### config.mk
export PLATFORM = sky130hd
export DESIGN_NAME = generator_mini
export DESIGN_NICKNAME = d
export VERILOG_FILES = /design/src/rtl/gen_mini_pkg.sv /design/src/rtl/gen_mini_mac.sv /design/src/rtl/generator_mini.sv
export SDC_FILE = /design/constraint.sdc
export NUM_CORES = 2
export LEC_CHECK = 0
export ABC_AREA = 0
export BUFFER_PORTS_ARGS = -buffer_cell sky130_fd_sc_hd__buf_2
export CORE_MARGIN = 4
export CORE_UTILIZATION = 34
export CTS_CLUSTER_DIAMETER = 150
export DETAILED_ROUTE_END_ITERATION = 12
export PLACE_DENSITY_LB_ADDON = 0.2
export RECOVER_POWER = 25
export SYNTH_ARGS = -nofsm -noshare
export SYNTH_HDL_FRONTEND = slang
export SYNTH_HIERARCHICAL = 1
export SYNTH_SLANG_ARGS = --single-unit
### constraint.sdc
create_clock -name clk -period 14.37 [get_ports clk]
set_input_delay 2.874 -clock clk [delete_from_list [all_inputs] [get_ports clk]]
set_output_delay 2.874 -clock clk [all_outputs]
set_load 0.05 [all_outputs]
### src/rtl/gen_mini_pkg.sv
// Shared constants, FSM state type, int8 weight ROMs (Q1.6) and the saturate/leaky-ReLU
// helpers for the mini 1-D U-Net generator.
package gen_mini_pkg;

    localparam int HID_CH    = 4;
    localparam int KERNEL    = 3;
    localparam int W_FRAC    = 6;
    localparam int ACC_W     = 32;
    localparam int DEF_IN_CH = 2;
    localparam int DEF_OUT_CH = 2;

    typedef enum logic [2:0] {
        ST_IDLE,
        ST_LOAD,
        ST_ENC,
        ST_BOT,
        ST_DEC,
        ST_OUTP
    } state_t;

    // Each kernel row has at most one small negative tap that is outweighed by either
    // neighbour, so a positive constant frame stays positive through every layer.
    localparam logic signed [7:0] W1 [HID_CH][DEF_IN_CH][KERNEL] = '{
        '{'{8'sd16, 8'sd32, 8'sd16},  '{-8'sd4, 8'sd20, 8'sd24}},
        '{'{8'sd20, -8'sd4, 8'sd28},  '{8'sd24, 8'sd16, -8'sd3}},
        '{'{-8'sd2, 8'sd24, 8'sd30},  '{8'sd18, 8'sd18, 8'sd18}},
        '{'{8'sd30, 8'sd20, -8'sd4},  '{-8'sd4, 8'sd22, 8'sd17}}
    };

    localparam logic signed [7:0] W2 [HID_CH][HID_CH][KERNEL] = '{
        '{'{8'sd12, 8'sd20, -8'sd3}, '{-8'sd2, 8'sd14, 8'sd16}, '{8'sd16, 8'sd12, -8'sd4}, '{8'sd10, -8'sd3, 8'sd18}},
        '{'{-8'sd4, 8'sd18, 8'sd12}, '{8'sd14, -8'sd2, 8'sd20}, '{8'sd12, 8'sd16, -8'sd3}, '{-8'sd3, 8'sd12, 8'sd14}},
        '{'{8'sd20, -8'sd4, 8'sd10}, '{8'sd12, 8'sd12, -8'sd2}, '{-8'sd3, 8'sd16, 8'sd12}, '{8'sd14, 8'sd10, -8'sd4}},
        '{'{8'sd10, 8'sd14, -8'sd3}, '{-8'sd4, 8'sd20, 8'sd12}, '{8'sd16, -8'sd3, 8'sd14}, '{8'sd12, -8'sd2, 8'sd18}}
    };

    localparam logic signed [7:0] W3 [DEF_OUT_CH][HID_CH][KERNEL] = '{
        '{'{8'sd8, 8'sd16, -8'sd2},  '{-8'sd3, 8'sd12, 8'sd10}, '{8'sd10, -8'sd2, 8'sd14}, '{8'sd12, 8'sd10, -8'sd3}},
        '{'{-8'sd2, 8'sd14, 8'sd10}, '{8'sd12, -8'sd3, 8'sd8},  '{8'sd10, 8'sd12, -8'sd2}, '{-8'sd3, 8'sd10, 8'sd16}}
    };

    function automatic logic signed [15:0] sat16(input logic signed [ACC_W-1:0] v);
        if (v > 32'sd32767)
            return 16'sh7fff;
        if (v < -32'sd32768)
            return 16'sh8000;
        return v[15:0];
    endfunction

    function automatic logic signed [15:0] lrelu(input logic signed [15:0] v);
        return v[15] ? (v >>> 3) : v;
    endfunction

endpackage

### src/rtl/gen_mini_mac.sv
// Shared signed multiply-accumulate: clear-on-first-tap, full-width accumulation,
// arithmetic shift by the weight fraction and 16-bit saturation on the result.
module gen_mini_mac
    import gen_mini_pkg::*;
#(
    parameter int DATA_WIDTH   = 16,
    parameter int WEIGHT_WIDTH = 8,
    parameter int ACC_WIDTH    = 32,
    parameter int SHIFT        = W_FRAC
) (
    input  logic                           clk,
    input  logic                           en,
    input  logic                           clear,
    input  logic signed [DATA_WIDTH-1:0]   sample,
    input  logic signed [WEIGHT_WIDTH-1:0] weight,
    output logic signed [DATA_WIDTH-1:0]   result
);

    logic signed [DATA_WIDTH+WEIGHT_WIDTH-1:0] prod_p0;
    logic signed [ACC_WIDTH-1:0]               acc_p1;

    assign prod_p0 = sample * weight;

    // p0 -> p1: accumulate the product
    always_ff @(posedge clk) begin
        if (en) begin
            if (clear)
                acc_p1 <= ACC_WIDTH'(prod_p0);
            else
                acc_p1 <= acc_p1 + ACC_WIDTH'(prod_p0);
        end
    end

    assign result = sat16(acc_p1 >>> SHIFT);

endmodule

### src/rtl/generator_mini.sv
// Mini 1-D U-Net generator: loads a frame, runs encoder, bottleneck and decoder convs
// on one shared MAC, then streams the enhanced frame out channel-major.
module generator_mini
    import gen_mini_pkg::*;
#(
    parameter int DATA_WIDTH   = 16,
    parameter int WEIGHT_WIDTH = 8,
    parameter int ACC_WIDTH    = 32,
    parameter int FRAME_LEN    = 16,
    parameter int IN_CH        = 2,
    parameter int OUT_CH       = 2
) (
    input  logic                  clk,
    input  logic                  rst,
    input  logic                  start,
    input  logic [DATA_WIDTH-1:0] data_in,
    input  logic                  valid_in,
    output logic                  ready_in,
    input  logic [DATA_WIDTH-1:0] cond_in,
    input  logic                  cond_valid,
    output logic [DATA_WIDTH-1:0] data_out,
    output logic                  valid_out,
    input  logic                  ready_out,
    output logic                  busy,
    output logic                  done
);

    localparam int NW  = $clog2(FRAME_LEN);
    localparam int INW = (IN_CH > 1) ? $clog2(IN_CH) : 1;
    localparam int ONW = (OUT_CH > 1) ? $clog2(OUT_CH) : 1;
    localparam logic [NW-1:0] N_LAST   = NW'(FRAME_LEN - 1);
    localparam logic [NW-1:0] H_LAST   = NW'(FRAME_LEN / 2 - 1);
    localparam logic [1:0]    IN_LAST  = 2'(IN_CH - 1);
    localparam logic [1:0]    HID_LAST = 2'(HID_CH - 1);
    localparam logic [1:0]    OUT_LAST = 2'(OUT_CH - 1);

    state_t state, next_state;

    logic [1:0]    o_idx, i_idx, k_idx;
    logic [NW-1:0] n_idx;
    logic          wb;
    logic          done_r;

    logic signed [DATA_WIDTH-1:0] x_mem    [IN_CH][FRAME_LEN];
    logic signed [DATA_WIDTH-1:0] cond_mem [IN_CH][FRAME_LEN];
    logic signed [DATA_WIDTH-1:0] h1_mem   [HID_CH][FRAME_LEN];
    logic signed [DATA_WIDTH-1:0] b_mem    [HID_CH][FRAME_LEN/2];
    logic signed [DATA_WIDTH-1:0] y_mem    [OUT_CH][FRAME_LEN];

    logic accept_in, accept_out, load_last, out_last, computing, tap_last, elem_last;
    logic [1:0]    cur_in_last, cur_out_last;
    logic [NW-1:0] cur_len_last;
    int            tap;
    logic signed [DATA_WIDTH-1:0]   operand, mac_result;
    logic signed [WEIGHT_WIDTH-1:0] weight;

    assign ready_in   = (state == ST_LOAD);
    assign valid_out  = (state == ST_OUTP);
    assign busy       = (state != ST_IDLE);
    assign done       = done_r;
    assign data_out   = valid_out ? y_mem[o_idx[ONW-1:0]][n_idx] : '0;

    assign accept_in  = valid_in & ready_in;
    assign accept_out = valid_out & ready_out;
    assign load_last  = (o_idx == IN_LAST) && (n_idx == N_LAST);
    assign out_last   = (o_idx == OUT_LAST) && (n_idx == N_LAST);
    assign computing  = (state == ST_ENC) || (state == ST_BOT) || (state == ST_DEC);
    assign tap_last   = (k_idx == 2'd2) && (i_idx == cur_in_last);
    assign elem_last  = (n_idx == cur_len_last) && (o_idx == cur_out_last);

    always_comb begin
        cur_in_last  = HID_LAST;
        cur_out_last = HID_LAST;
        cur_len_last = N_LAST;
        case (state)
            ST_ENC:  cur_in_last  = IN_LAST;
            ST_BOT:  cur_len_last = H_LAST;
            ST_DEC:  cur_out_last = OUT_LAST;
            default: ;
        endcase
    end

    // Operand fetch with zero padding; the decoder's upsample + skip add happens here.
    always_comb begin
        tap     = int'(n_idx) + int'(k_idx) - 1;
        operand = '0;
        weight  = '0;
        case (state)
            ST_ENC: begin
                weight = W1[o_idx][i_idx[INW-1:0]][k_idx];
                if (tap >= 0 && tap < FRAME_LEN)
                    operand = x_mem[i_idx[INW-1:0]][tap[NW-1:0]];
            end
            ST_BOT: begin
                weight = W2[o_idx][i_idx][k_idx];
                if (tap >= 0 && tap < FRAME_LEN / 2)
                    operand = h1_mem[i_idx][{tap[NW-2:0], 1'b0}];
            end
            ST_DEC: begin
                weight = W3[o_idx[ONW-1:0]][i_idx][k_idx];
                if (tap >= 0 && tap < FRAME_LEN)
                    operand = sat16(ACC_W'(b_mem[i_idx][tap[NW-1:1]]) +
                                    ACC_W'(h1_mem[i_idx][tap[NW-1:0]]));
            end
            default: ;
        endcase
    end

    gen_mini_mac #(
        .DATA_WIDTH  (DATA_WIDTH),
        .WEIGHT_WIDTH(WEIGHT_WIDTH),
        .ACC_WIDTH   (ACC_WIDTH),
        .SHIFT       (W_FRAC)
    ) u_mac (
        .clk   (clk),
        .en    (computing && !wb),
        .clear ((i_idx == 2'd0) && (k_idx == 2'd0)),
        .sample(operand),
        .weight(weight),
        .result(mac_result)
    );

    always_ff @(posedge clk) begin
        if (rst)
            state <= ST_IDLE;
        else
            state <= next_state;
    end

    always_comb begin
        next_state = state;
        case (state)
            ST_IDLE: if (start)                  next_state = ST_LOAD;
            ST_LOAD: if (accept_in && load_last) next_state = ST_ENC;
            ST_ENC:  if (wb && elem_last)        next_state = ST_BOT;
            ST_BOT:  if (wb && elem_last)        next_state = ST_DEC;
            ST_DEC:  if (wb && elem_last)        next_state = ST_OUTP;
            ST_OUTP: if (accept_out && out_last) next_state = ST_IDLE;
            default:                             next_state = ST_IDLE;
        endcase
    end

    always_ff @(posedge clk) begin
        if (rst) begin
            o_idx  <= '0;
            n_idx  <= '0;
            i_idx  <= '0;
            k_idx  <= '0;
            wb     <= 1'b0;
            done_r <= 1'b0;
        end else begin
            done_r <= 1'b0;
            case (state)
                ST_LOAD: begin
                    if (accept_in) begin
                        if (n_idx == N_LAST) begin
                            n_idx <= '0;
                            o_idx <= (o_idx == IN_LAST) ? 2'd0 : o_idx + 2'd1;
                        end else begin
                            n_idx <= n_idx + 1'b1;
                        end
                    end
                end
                ST_ENC, ST_BOT, ST_DEC: begin
                    if (!wb) begin
                        if (tap_last) begin
                            k_idx <= '0;
                            i_idx <= '0;
                            wb    <= 1'b1;
                        end else if (k_idx == 2'd2) begin
                            k_idx <= '0;
                            i_idx <= i_idx + 2'd1;
                        end else begin
                            k_idx <= k_idx + 2'd1;
                        end
                    end else begin
                        wb <= 1'b0;
                        if (n_idx == cur_len_last) begin
                            n_idx <= '0;
                            o_idx <= (o_idx == cur_out_last) ? 2'd0 : o_idx + 2'd1;
                        end else begin
                            n_idx <= n_idx + 1'b1;
                        end
                    end
                end
                ST_OUTP: begin
                    if (accept_out) begin
                        if (n_idx == N_LAST) begin
                            n_idx <= '0;
                            o_idx <= (o_idx == OUT_LAST) ? 2'd0 : o_idx + 2'd1;
                        end else begin
                            n_idx <= n_idx + 1'b1;
                        end
                        if (out_last)
                            done_r <= 1'b1;
                    end
                end
                default: ;
            endcase
        end
    end

    // Frame storage and write-back; data arrays carry no reset.
    always_ff @(posedge clk) begin
        if (accept_in) begin
            x_mem[o_idx[INW-1:0]][n_idx]    <= data_in;
            cond_mem[o_idx[INW-1:0]][n_idx] <= cond_valid ? cond_in : '0;
        end
        if (wb) begin
            case (state)
                ST_ENC: h1_mem[o_idx][n_idx]           <= lrelu(mac_result);
                ST_BOT: b_mem[o_idx][n_idx[NW-2:0]]    <= lrelu(mac_result);
                ST_DEC: y_mem[o_idx[ONW-1:0]][n_idx]   <= sat16(ACC_W'(mac_result) +
                                                         ACC_W'(cond_mem[o_idx[INW-1:0]][n_idx]));
                default: ;
            endcase
        end
    end

endmodule

==> impl_metrics.json <==
{
  "gp_congestion": 0.826,
  "p_comb_share_pct": 27.3,
  "status": "finished, violations left",
  "fin_nets": 6968,
  "internal_power_mw": 18.8,
  "rsz0062_at_grt": "false",
  "failed_checks": "capacitance limit, slew limit",
  "drt_first_pass_iters": 7,
  "root_buffer": "clkbuf_16",
  "vias": 64700,
  "clock_sinks": 3122,
  "io_buffers": 57,
  "cts_buffers": 344,
  "cts_tree": "built",
  "min_period_over_period_pct": 92.9,
  "seq_area_frac_synth_pct": 71.8,
  "drc": 0,
  "drive_gt1_share_pct": 27.2,
  "coreArea_sq_mm": 0.382,
  "sequentialPowerShare_pct": 41.8,
  "crit_arrival_ps": 13950,
  "min_period_ps": 13360,
  "syn_area_sq_mm": 0.130,
  "finalHoldViolations": 0,
  "clk_pin_slew_worst_paths_ps": 60,
  "hold_path.class": "reg2reg",
  "pwr-share-clk_pct": 30.9,
  "postRouteAntennaNets": 0,
  "slowest_delay_ps": 1150,
  "yosysUniqueCellTypes": 78,
  "worstSetupStartpointType": "register",
  "yosysTopAreaCellShare_pct": 71.5,
  "syn_nets": 6662,
  "wl_per_cell_um": 30.1,
  "track_usage_pct": 18.2,
  "p_switching_mw": 8.94,
  "grt_max_degree": 130,
  "area_growth_pct": 14.2,
  "die_x_um": 627,
  "fp.dieH_um": 627,
  "synth-seq-cells": 3122,
  "setup_viol_count_final": 0,
  "start_util_pct": 34.1,
  "synth-async-reset-ratio_pct": 0,
  "antenna_found_initial": 16,
  "ir_drop_v": 0.000171,
  "worst_slew_pin_slew_ps": 4070,
  "skew_ps": 105,
  "multi_input_area_sq_mm": 0.0351,
  "finalMaxSlewViolations": 889,
  "drt-total-wl_mm": 362,
  "synth_edf_count": 3104,
  "top_level_ports": 58,
  "synth-main-ff-cell": "edfxtp_1",
  "crit_required_ps": 14960,
  "yosys_warnings": 6,
  "rows": 227,
  "hpwl_mm": 213,
  "hold_buffers": 0,
  "switching_share_pct": 32.2,
  "fin_setup_tns_ps": 0,
  "viasPerCell": 5.40,
  "synth_area_leaders": "edfxtp_1 72%, mux4_2 17%, fa_1 1.6%",
  "drtIter0Drc": 6620,
  "slew_headroom_pct": -171,
  "endpoint_kind": "register",
  "power_density_mw_per_mm2": 187,
  "htree_levels": 5,
  "path_class": "reg2reg",
  "nFillCells": 34100,
  "slowest_stage": "fa_4",
  "grt_pass1_vias": 66100,
  "grt_pass1_wl_mm": 512,
  "dieArea_sq_mm": 0.393,
  "clock_path_buffers": 4,
  "synth_area_per_cell_sq_um": 20.4,
  "netlist_instances": 6380,
  "max_cap_violations": 34,
  "yosysTopAreaCell": "edfxtp_1",
  "grt_remaining_overflow": 0,
  "worstSkewPairLatency_ps": 960,
  "crit_path_max_fanout": 25,
  "p_leak_nw": 46.3,
  "final-seq-area_sq_mm": 0.0936,
  "max_freq_mhz": 74.9,
  "final_core_util_pct": 39.0
}
flip-flops by register name, summed over array words and instances (netlist names), 2 cells and up, named ones only:
signal        cells
k_idx             2
cond_mem        512
o_idx             2
u_mac/acc_p1     32
state             3
h1_mem         1024
n_idx             4
y_mem           512
i_idx             2
x_mem           512
b_mem           512
kinds of logic after synthesis:
kind of cell	Yosys count	share of synthesized area (%)
simple gates	836	2.96
fa+ha+maj	246	2.97
buf+inv	517	1.65
mux	1089	17.7
flops	3122	71.8
xor+xnor	79	0.531
compound gates	491	2.41
metal layers:
metal	part of all wire, %	track usage (%)	up-vias	wire length [um]
li1	-	-	26900	-
met1	43	25.5	35500	157000
met2	49	30.1	1929	176000
met3	5.8	2.75	411	20800
met4	2.1	3.65	0	7680
met5	0	0	-	0
timing repair:
action | in CTS | in global routing
buffers inserted | 0 | 0
endpoints found under the setup margin | 0 | 4
gates resized for setup | 0 | 2
cell type report:
type	count	share of cell area (%)
clock inverters	193	1.29
flip-flops and latches	3122	62.9
clock buffers	414	6.03
multi-input cells	2741	23.6
diodes	12	0.0202
repair buffers	291	1.44
well taps	5038	4.24
inverters	186	0.473
synth_stat cells (all sizes together) (13+ instances only):
cell type  count
o21ai        112
inv          183
o211ai        24
a21o          25
mux4         961
mux2          96
nor2         251
edfxtp      3104
a31oi         14
nand2b        14
mux2i         32
buf          147
o21a          29
dfxtp         18
a211oi        26
nand3         37
fa           107
and2         145
nor3          34
xor2          23
clkbuf       184
nor2b         23
ha           137
and3          13
a21oi        140
o22ai         30
xnor2         56
nand2        277
a211o         17
power by group through the flow:
stage	clock network [mW]	logic [mW]	registers [mW]
after floorplan	0	4.23	11.8
after global placement	0	7.45	11.8
after detailed placement	0	7.59	11.8
after CTS	8.79	7.62	11.6
after global routing	9.18	8.03	11.6
final	8.59	7.57	11.6
path summary, 6_finish.rpt:
kind,slack [ps],cells after the start,start,endpoint
worst max-delay path,1010,43,k_idx[1],u_mac/acc_p1[25]
worst min-delay path,640,2,state[2],state[2]
worst max register to register,1010,43,k_idx[1],u_mac/acc_p1[25]
worst min register to register,640,2,state[2],state[2]
through the flow:
step,total power [mW],setup slack (ps),hold slack (ps),std cells,area (sq um)
after floorplan,16.0,2170,594,6380,130000
after global placement,19.2,785,617,11400,138000
after detailed placement,19.4,836,615,11400,138000
after CTS,28.0,774,626,12000,149000
after global routing,28.8,151,665,12000,149000
final,27.8,1010,636,12000,149000
layout by cell type, fill, tap and decap left out, types with 22 or more instances in the layout:
| cell | count |
|---|---|
| o211ai_1 | 24 |
| xnor2_1 | 56 |
| clkbuf_1 | 115 |
| a21oi_1 | 134 |
| nor2b_1 | 23 |
| clkinv_2 | 59 |
| nand2_1 | 275 |
| mux2_2 | 83 |
| buf_2 | 41 |
| bufinv_16 | 27 |
| and2_1 | 144 |
| o21a_1 | 29 |
| mux4_2 | 961 |
| clkbuf_16 | 349 |
| inv_1 | 182 |
| nor2_4 | 40 |
| buf_4 | 180 |
| xor2_1 | 22 |
| nor3_1 | 33 |
| edfxtp_1 | 3104 |
| o21ai_0 | 100 |
| mux2i_1 | 29 |
| ha_1 | 134 |
| clkinv_1 | 69 |
| fa_1 | 106 |
| o22ai_1 | 30 |
| a21o_1 | 25 |
| nor2_1 | 174 |
| nand3_1 | 37 |
| nor2_2 | 37 |
| a211oi_1 | 23 |
worst max-delay path, delay by kind of cell (launching register included):
| family | cells | cell delay [ps] |
|---|---|---|
| adder cells (fa/ha/maj) | 11 | 5170 |
| AO/OA/AOI/OAI | 16 | 4250 |
| multiplexers | 3 | 990 |
| buffers and inverters | 6 | 850 |
| AND/OR/NAND/NOR | 5 | 760 |
| flip-flops | 1 | 580 |
| XOR/XNOR | 2 | 380 |
Note: power is estimated with default switching activity, not from simulation.
